[src/rtl/frame_pkg.sv]
// Shared definitions for the frame source scheduler.
//  - Default frame geometry (payload bytes, marker length, guard gap).
//  - FSM state encoding.
//  - cnt_width(): width of a counter that must hold values 0..max(a,b)-1.
package frame_pkg;

  localparam int BYTES_IN_FRAME_DEFAULT = 32;
  localparam int MARKER_BITS            = 32;
  // Guard gap covers the marker the framer inserts plus its one-cycle latency.
  localparam int GAP_CYCLES_DEFAULT     = MARKER_BITS + 1;

  typedef enum logic [1:0] {
    ST_IDLE  = 2'd0,
    ST_GRANT = 2'd1,
    ST_GAP   = 2'd2
  } state_t;

  function automatic int cnt_width(input int a, input int b);
    int m;
    m = (a > b) ? a : b;
    return (m > 1) ? $clog2(m) : 1;
  endfunction

endpackage

[src/rtl/rr_arb2.sv]
// Two-way round-robin arbiter (purely combinational).
// Ports:
//   req  in  2  request vector, bit n = source n
//   last in  1  source served most recently
//   gnt  out 2  one-hot-or-zero grant
// With both sources requesting, the source that was not served last wins.
module rr_arb2 (
  input  logic [1:0] req,
  input  logic       last,
  output logic [1:0] gnt
);

  always_comb begin
    gnt = 2'b00;
    case (req)
      2'b01:   gnt = 2'b01;
      2'b10:   gnt = 2'b10;
      2'b11:   gnt = last ? 2'b01 : 2'b10;
      default: gnt = 2'b00;
    endcase
  end

endmodule

[src/rtl/frame_src_scheduler.sv]
// Schedules two serial bit sources onto a single marker framer, one whole
// payload frame at a time, then holds a guard gap until the framer drains.
// Ports:
//   CLK, RST          clock, asynchronous active-high reset
//   REQ0, REQ1        source has a full frame ready (sampled in IDLE only)
//   IN0, IN1          serial source data, one bit per granted cycle
//   FR_VALID_OUT      framer still emitting
//   GNT0, GNT1        registered grants (one-hot-or-zero)
//   FR_IN             granted source bit to framer (combinational mux)
//   FR_VALID_IN       GNT0 | GNT1
//   SRC_ID            source of current/last frame
//   FRAME_DONE        pulse on the last payload bit
//   BUSY              high in GRANT and GAP
module frame_src_scheduler
  import frame_pkg::*;
#(
  parameter int BYTES_IN_FRAME = BYTES_IN_FRAME_DEFAULT,
  parameter int GAP_CYCLES     = GAP_CYCLES_DEFAULT
) (
  input  logic CLK,
  input  logic RST,
  input  logic REQ0,
  input  logic REQ1,
  input  logic IN0,
  input  logic IN1,
  input  logic FR_VALID_OUT,
  output logic GNT0,
  output logic GNT1,
  output logic FR_IN,
  output logic FR_VALID_IN,
  output logic SRC_ID,
  output logic FRAME_DONE,
  output logic BUSY
);

  localparam int FRAME_BITS = 8 * BYTES_IN_FRAME;
  localparam int CW         = cnt_width(FRAME_BITS, GAP_CYCLES);
  localparam logic [CW-1:0] LAST_BIT = CW'(FRAME_BITS - 1);
  // FRAME_DONE is registered, so it is set one count ahead of the last bit.
  localparam logic [CW-1:0] DONE_AT  = CW'(FRAME_BITS - 2);
  localparam logic [CW-1:0] GAP_LAST = CW'(GAP_CYCLES - 1);

  state_t          state_reg, state_next;
  logic [CW-1:0]   cnt_reg, cnt_next;
  logic            gnt0_reg, gnt0_next;
  logic            gnt1_reg, gnt1_next;
  logic            src_reg, src_next;
  logic            last_reg, last_next;
  logic            done_reg, done_next;
  logic            busy_reg, busy_next;
  logic [1:0]      arb_gnt;

  rr_arb2 u_arb (
    .req  ({REQ1, REQ0}),
    .last (last_reg),
    .gnt  (arb_gnt)
  );

  always_ff @(posedge CLK or posedge RST) begin
    if (RST) begin
      state_reg <= ST_IDLE;
      cnt_reg   <= '0;
      gnt0_reg  <= 1'b0;
      gnt1_reg  <= 1'b0;
      src_reg   <= 1'b0;
      // "Last served = 1" makes source 0 win the first contested arbitration.
      last_reg  <= 1'b1;
      done_reg  <= 1'b0;
      busy_reg  <= 1'b0;
    end else begin
      state_reg <= state_next;
      cnt_reg   <= cnt_next;
      gnt0_reg  <= gnt0_next;
      gnt1_reg  <= gnt1_next;
      src_reg   <= src_next;
      last_reg  <= last_next;
      done_reg  <= done_next;
      busy_reg  <= busy_next;
    end
  end

  always_comb begin
    state_next = state_reg;
    cnt_next   = cnt_reg;
    gnt0_next  = gnt0_reg;
    gnt1_next  = gnt1_reg;
    src_next   = src_reg;
    last_next  = last_reg;
    done_next  = 1'b0;
    case (state_reg)
      ST_IDLE: begin
        if (|arb_gnt) begin
          state_next = ST_GRANT;
          cnt_next   = '0;
          gnt0_next  = arb_gnt[0];
          gnt1_next  = arb_gnt[1];
          src_next   = arb_gnt[1];
        end
      end
      ST_GRANT: begin
        // REQ is deliberately not looked at here: a started frame always completes.
        if (cnt_reg == LAST_BIT) begin
          state_next = ST_GAP;
          cnt_next   = '0;
          gnt0_next  = 1'b0;
          gnt1_next  = 1'b0;
          last_next  = src_reg;
        end else begin
          cnt_next  = cnt_reg + 1'b1;
          done_next = (cnt_reg == DONE_AT);
        end
      end
      ST_GAP: begin
        // Counter saturates; exit also waits for the framer to go quiet.
        if (cnt_reg == GAP_LAST) begin
          if (!FR_VALID_OUT) begin
            state_next = ST_IDLE;
            cnt_next   = '0;
          end
        end else begin
          cnt_next = cnt_reg + 1'b1;
        end
      end
      default: begin
        state_next = ST_IDLE;
        cnt_next   = '0;
        gnt0_next  = 1'b0;
        gnt1_next  = 1'b0;
      end
    endcase
    busy_next = (state_next != ST_IDLE);
  end

  assign GNT0        = gnt0_reg;
  assign GNT1        = gnt1_reg;
  assign FR_VALID_IN = gnt0_reg | gnt1_reg;
  assign FR_IN       = (gnt0_reg & IN0) | (gnt1_reg & IN1);
  assign SRC_ID      = src_reg;
  assign FRAME_DONE  = done_reg;
  assign BUSY        = busy_reg;

endmodule
[config.mk]
export PLATFORM = sky130hd
export DESIGN_NAME = frame_src_scheduler
export DESIGN_NICKNAME = d
export VERILOG_FILES = /design/src/rtl/frame_pkg.sv /design/src/rtl/rr_arb2.sv /design/src/rtl/frame_src_scheduler.sv
export SDC_FILE = /design/constraint.sdc
export NUM_CORES = 1
export LEC_CHECK = 0
export BUFFER_PORTS_ARGS = -buffer_cell sky130_fd_sc_hd__clkbuf_2
export CAP_MARGIN = 0
export CORE_MARGIN = 5
export CORE_UTILIZATION = 58
export CTS_BUF_LIST = sky130_fd_sc_hd__clkbuf_8
export CTS_CLUSTER_SIZE = 16
export DETAILED_ROUTE_END_ITERATION = 10
export PLACE_DENSITY = 0.9
export SLEW_MARGIN = 20
export SYNTH_ARGS = -nofsm -noshare
export SYNTH_HDL_FRONTEND = slang
export SYNTH_SLANG_ARGS = --single-unit
[constraint.sdc]
create_clock -name CLK -period 2 [get_ports CLK]
set_input_delay 0.1 -clock CLK [delete_from_list [all_inputs] [get_ports CLK]]
set_output_delay 0.1 -clock CLK [all_outputs]
set_load 0.02 [all_outputs]
==> summary by stage <==
Run status
The flow ran to the end, and the final reports show no timing, DRC or antenna violations.

Logic synthesis
Sorting the synthesized cells by area gives the leading types as sky130_fd_sc_hd__dfrtp_1, sky130_fd_sc_hd__ha_1, sky130_fd_sc_hd__o2111ai_1, sky130_fd_sc_hd__nand2_1, sky130_fd_sc_hd__nand3_1. The gate count of the mapped netlist is roughly 110. The fraction of registers with async set or reset after synthesis is 100.0%. The net count after synthesis is around 120.

After synthesis, the largest area contributor takes up 36.19% of total cell area. The distinct cell type count after synthesis is 39. The number of enable flip-flop cells after synthesis is 0. The average cell area after synthesis is 9.694 sq um. sky130_fd_sc_hd__dfrtp_1 takes more of the synthesized area than any other cell.

The most used flip-flop cell after synthesis is sky130_fd_sc_hd__dfrtp_1. The number of synthesis warnings is 0. The post-synthesis instance area is 1037 sq um. Synthesis inferred 16 register bits. The fraction of the yosys area taken by sequential cells is between 30 and 40%.

Clock network
The post-CTS resize count is 0. The maximum root-to-sink buffer count is 2. The number of H-tree branching levels is 1. The tree is rooted in a sky130_fd_sc_hd__clkbuf_8.

Clock tree synthesis inserted a total of 3 buffers. The clock-pin slew on the worst setup and hold paths is 0.07 ns. Clock latency on the worst-skew pair, taken at its later pin, is approximately 0.26 ns.

TritonCTS built the clock tree. Clock tree synthesis found a total of 16 sinks.

Cells and area
The repair_antennas step left the layout with diodes totalling 0. The number of inserted filler cells in the final layout is 139. The post-route netlist has between 20% and 30% of its cells at a drive strength greater than 1. After routing the design area is around 1200 sq um. After the last flow step, the layout net total stands at around 140. The final design utilization is between 70% and 80%.

Leaving out fill and tap cells, the most frequent cells in the layout are sky130_fd_sc_hd__dfrtp_1, sky130_fd_sc_hd__clkbuf_2, sky130_fd_sc_hd__nand2_1. The register with the most flip-flops in the layout has 8 of them. Compared with the post-synthesis result, the final layout area differs by 15.80%.

Leaving out fill and tap cells, the most frequent cell in the layout is sky130_fd_sc_hd__dfrtp_1.

Floorplan
The placement row count is 15. The die is ~52 microns tall. The die covers 2734 sq um.

The area of the core is ~1700 sq um. The die is roughly 52 microns wide. For this design the top-level I/O count stands at 14. The starting density of the core is 60.73%.

Route
After detailed routing, the number of vias per cell comes to about 6.6. For this run, the detailed router's first-pass iteration total came to 4. The mean routed wirelength per cell is between 15 and 20 microns.

The routed layout has ~1000 vias. The number of antenna-violating nets in the routed design is 0. In the routed design, unresolved DRC markers number 0. The detailed router finished its first iteration with between 40 and 50 violations. The final wirelength is 2577 microns.

Pwr
The power density over the cells is roughly 1100 nW/um^2. The combinational share of power is between 40% and 50%. The clock network accounts for between 10% and 20% of the total power. For this design the static power due to leakage is around 0.56 nW.

Per report_power, the sequential group accounts for around a third of the total. The internal portion of the total power is about 0.77 mW. Across the VDD grid, the largest voltage drop is between 0.8 and 0.9 mV. The net switching power figure is about 0.54 mW. Net switching is between 40% and 50% of the power.

Setup path
The critical-path maximum fanout is 7. The worst setup path is captured at a flip-flop. STA classifies the critical path startpoint as a flip-flop.

The required time at the worst-slack endpoint is 2.17 ns. The setup path with the least slack is of type reg2reg. Data arrives at the worst endpoint at 2.09 ns.

Global route
The total overflow left after global routing is 0. Entering global routing, the biggest net connects 17 pins. The number of antenna violations at the first check in global routing is 0. Global routing used between 20% and 30% of the available tracks across all layers.

The number of global-route vias before repair is 946. The first global-routing pass estimated approximately 4200 microns of wire.

STA
Setup repair after global routing left no endpoint under its margin. The relative slew slack is around 60%. The worst path uses 96.03% of the clock period. For the pin with the worst max-slew slack, the measured transition is approximately 0.6 ns.

The maximum clock frequency is about 520 MHz. The post-route minimum period is 1.921 ns. Setup violations remaining at the end of the flow were counted as 0.

The setup clock skew after layout is approximately 0.0075 ns. The count of pins over their slew limit came to 0. The count of final hold-check violations came to 0. The final total negative setup slack is 0 ns.

Placement
The post-detailed-placement cell area is roughly 1100 sq um. The number of port buffers is 13. The weighted congestion reported at the end of routability-driven placement is 0.7961. The sum of net half-perimeters after detailed placement is 1840 microns.

Worst hold path
The worst hold path belongs to the class in2reg.

Run
Across the run, the number of max-cap violations was 0.
==> per-layer routing <==
layer / GRT usage [%] / routed length (microns) / up-vias
li1: - / - / 442
met1: 23.35 / 994 / 466
met2: 38.64 / 1285 / 71
met3: 3.419 / 194 / 14
met4: 10.64 / 102 / 0
met5: 0 / 0 / -
==> stage by stage <==
stage	std cells	total power, mW	hold WS [ns]	setup WS (ns)
6_report	151	1.310	0.1772	0.07935
5_1_grt	151	1.392	0.1919	0.009643
4_1_cts	150	1.292	0.1696	0.09438
3_5_place_dp	145	1.038	0.1915	0.1356
3_3_place_gp	145	1.012	0.1843	0.2077
2_1_floorplan	107	0.8515	0.01302	0.3291
==> power groups by stage <==
| stage | registers (mW) | clock network (mW) | logic, mW |
|---|---|---|---|
| 2_1_floorplan | 0.492 | 0 | 0.359 |
| 3_3_place_gp | 0.450 | 0 | 0.562 |
| 3_5_place_dp | 0.457 | 0 | 0.581 |
| 4_1_cts | 0.451 | 0.253 | 0.588 |
| 5_1_grt | 0.461 | 0.279 | 0.653 |
| 6_report | 0.452 | 0.252 | 0.606 |
==> critical path: stages (launching register included) <==
cell                       delay (ns)
sky130_fd_sc_hd__dfrtp_1         0.39
sky130_fd_sc_hd__inv_1           0.09
sky130_fd_sc_hd__ha_1            0.21
sky130_fd_sc_hd__nor3b_1         0.13
sky130_fd_sc_hd__buf_4           0.15
sky130_fd_sc_hd__a41oi_1         0.36
sky130_fd_sc_hd__o211ai_2        0.27
sky130_fd_sc_hd__o211ai_1        0.24
==> timing repair <==
action                                  CTS  global route
hold buffers                              1             0
hold endpoints to repair                 15             0
setup buffers                             0             1
endpoints found under the setup margin    0             1
==> worst paths after layout <==
| check | slack [ns] | endpoint | depth (start not counted) | startpoint |
|---|---|---|---|---|
| worst max-delay path | 0.08 | cnt_reg[7] | 7 | state_reg[0] |
| worst min-delay path | 0.18 | SRC_ID | 3 | REQ1 |
| worst max register to register | 0.08 | cnt_reg[7] | 7 | state_reg[0] |
| worst min register to register | 0.51 | SRC_ID | 2 | SRC_ID |
| max in group asynchronous | 1.16 | state_reg[1] | 3 | RST |
| min in group asynchronous | 0.44 | cnt_reg[6] | 3 | RST |
==> synthesized netlist by cell type (2+ instances only) <==
cell type / count
sky130_fd_sc_hd__a21oi_1: 2
sky130_fd_sc_hd__and3_1: 2
sky130_fd_sc_hd__and3_2: 3
sky130_fd_sc_hd__buf_2: 2
sky130_fd_sc_hd__dfrtp_1: 15
sky130_fd_sc_hd__ha_1: 7
sky130_fd_sc_hd__inv_1: 9
sky130_fd_sc_hd__nand2_1: 11
sky130_fd_sc_hd__nand2b_1: 2
sky130_fd_sc_hd__nand3_1: 8
sky130_fd_sc_hd__nor2_1: 2
sky130_fd_sc_hd__nor2b_1: 2
sky130_fd_sc_hd__o2111ai_1: 7
sky130_fd_sc_hd__o211ai_1: 5
sky130_fd_sc_hd__o21ai_0: 3
sky130_fd_sc_hd__or2_2: 4
==> cell type report <==
cell class	instances	area [sq um]	share of cell area, %
Multi-Input combinational cell	78	576.8	48.02
Sequential cell	16	401.6	33.44
Timing Repair Buffer	19	112.6	9.375
Clock buffer	3	41.29	3.438
Inverter	9	33.78	2.813
Tap cell	25	31.28	2.604
Clock inverter	1	3.754	0.3125
==> kinds of logic (layout without fill, tap and decap cells) <==
logic type / count (synthesis) / after routing / synth area share (%)
fa+ha+maj: 7 / 7 / 8.444
buf+inv: 13 / 32 / 5.669
compound gates: 29 / 29 / 22.08
mux: 1 / 1 / 1.086
simple gates: 41 / 41 / 24.00
flops: 16 / 16 / 38.72
Power figures use the tool's default switching activity.
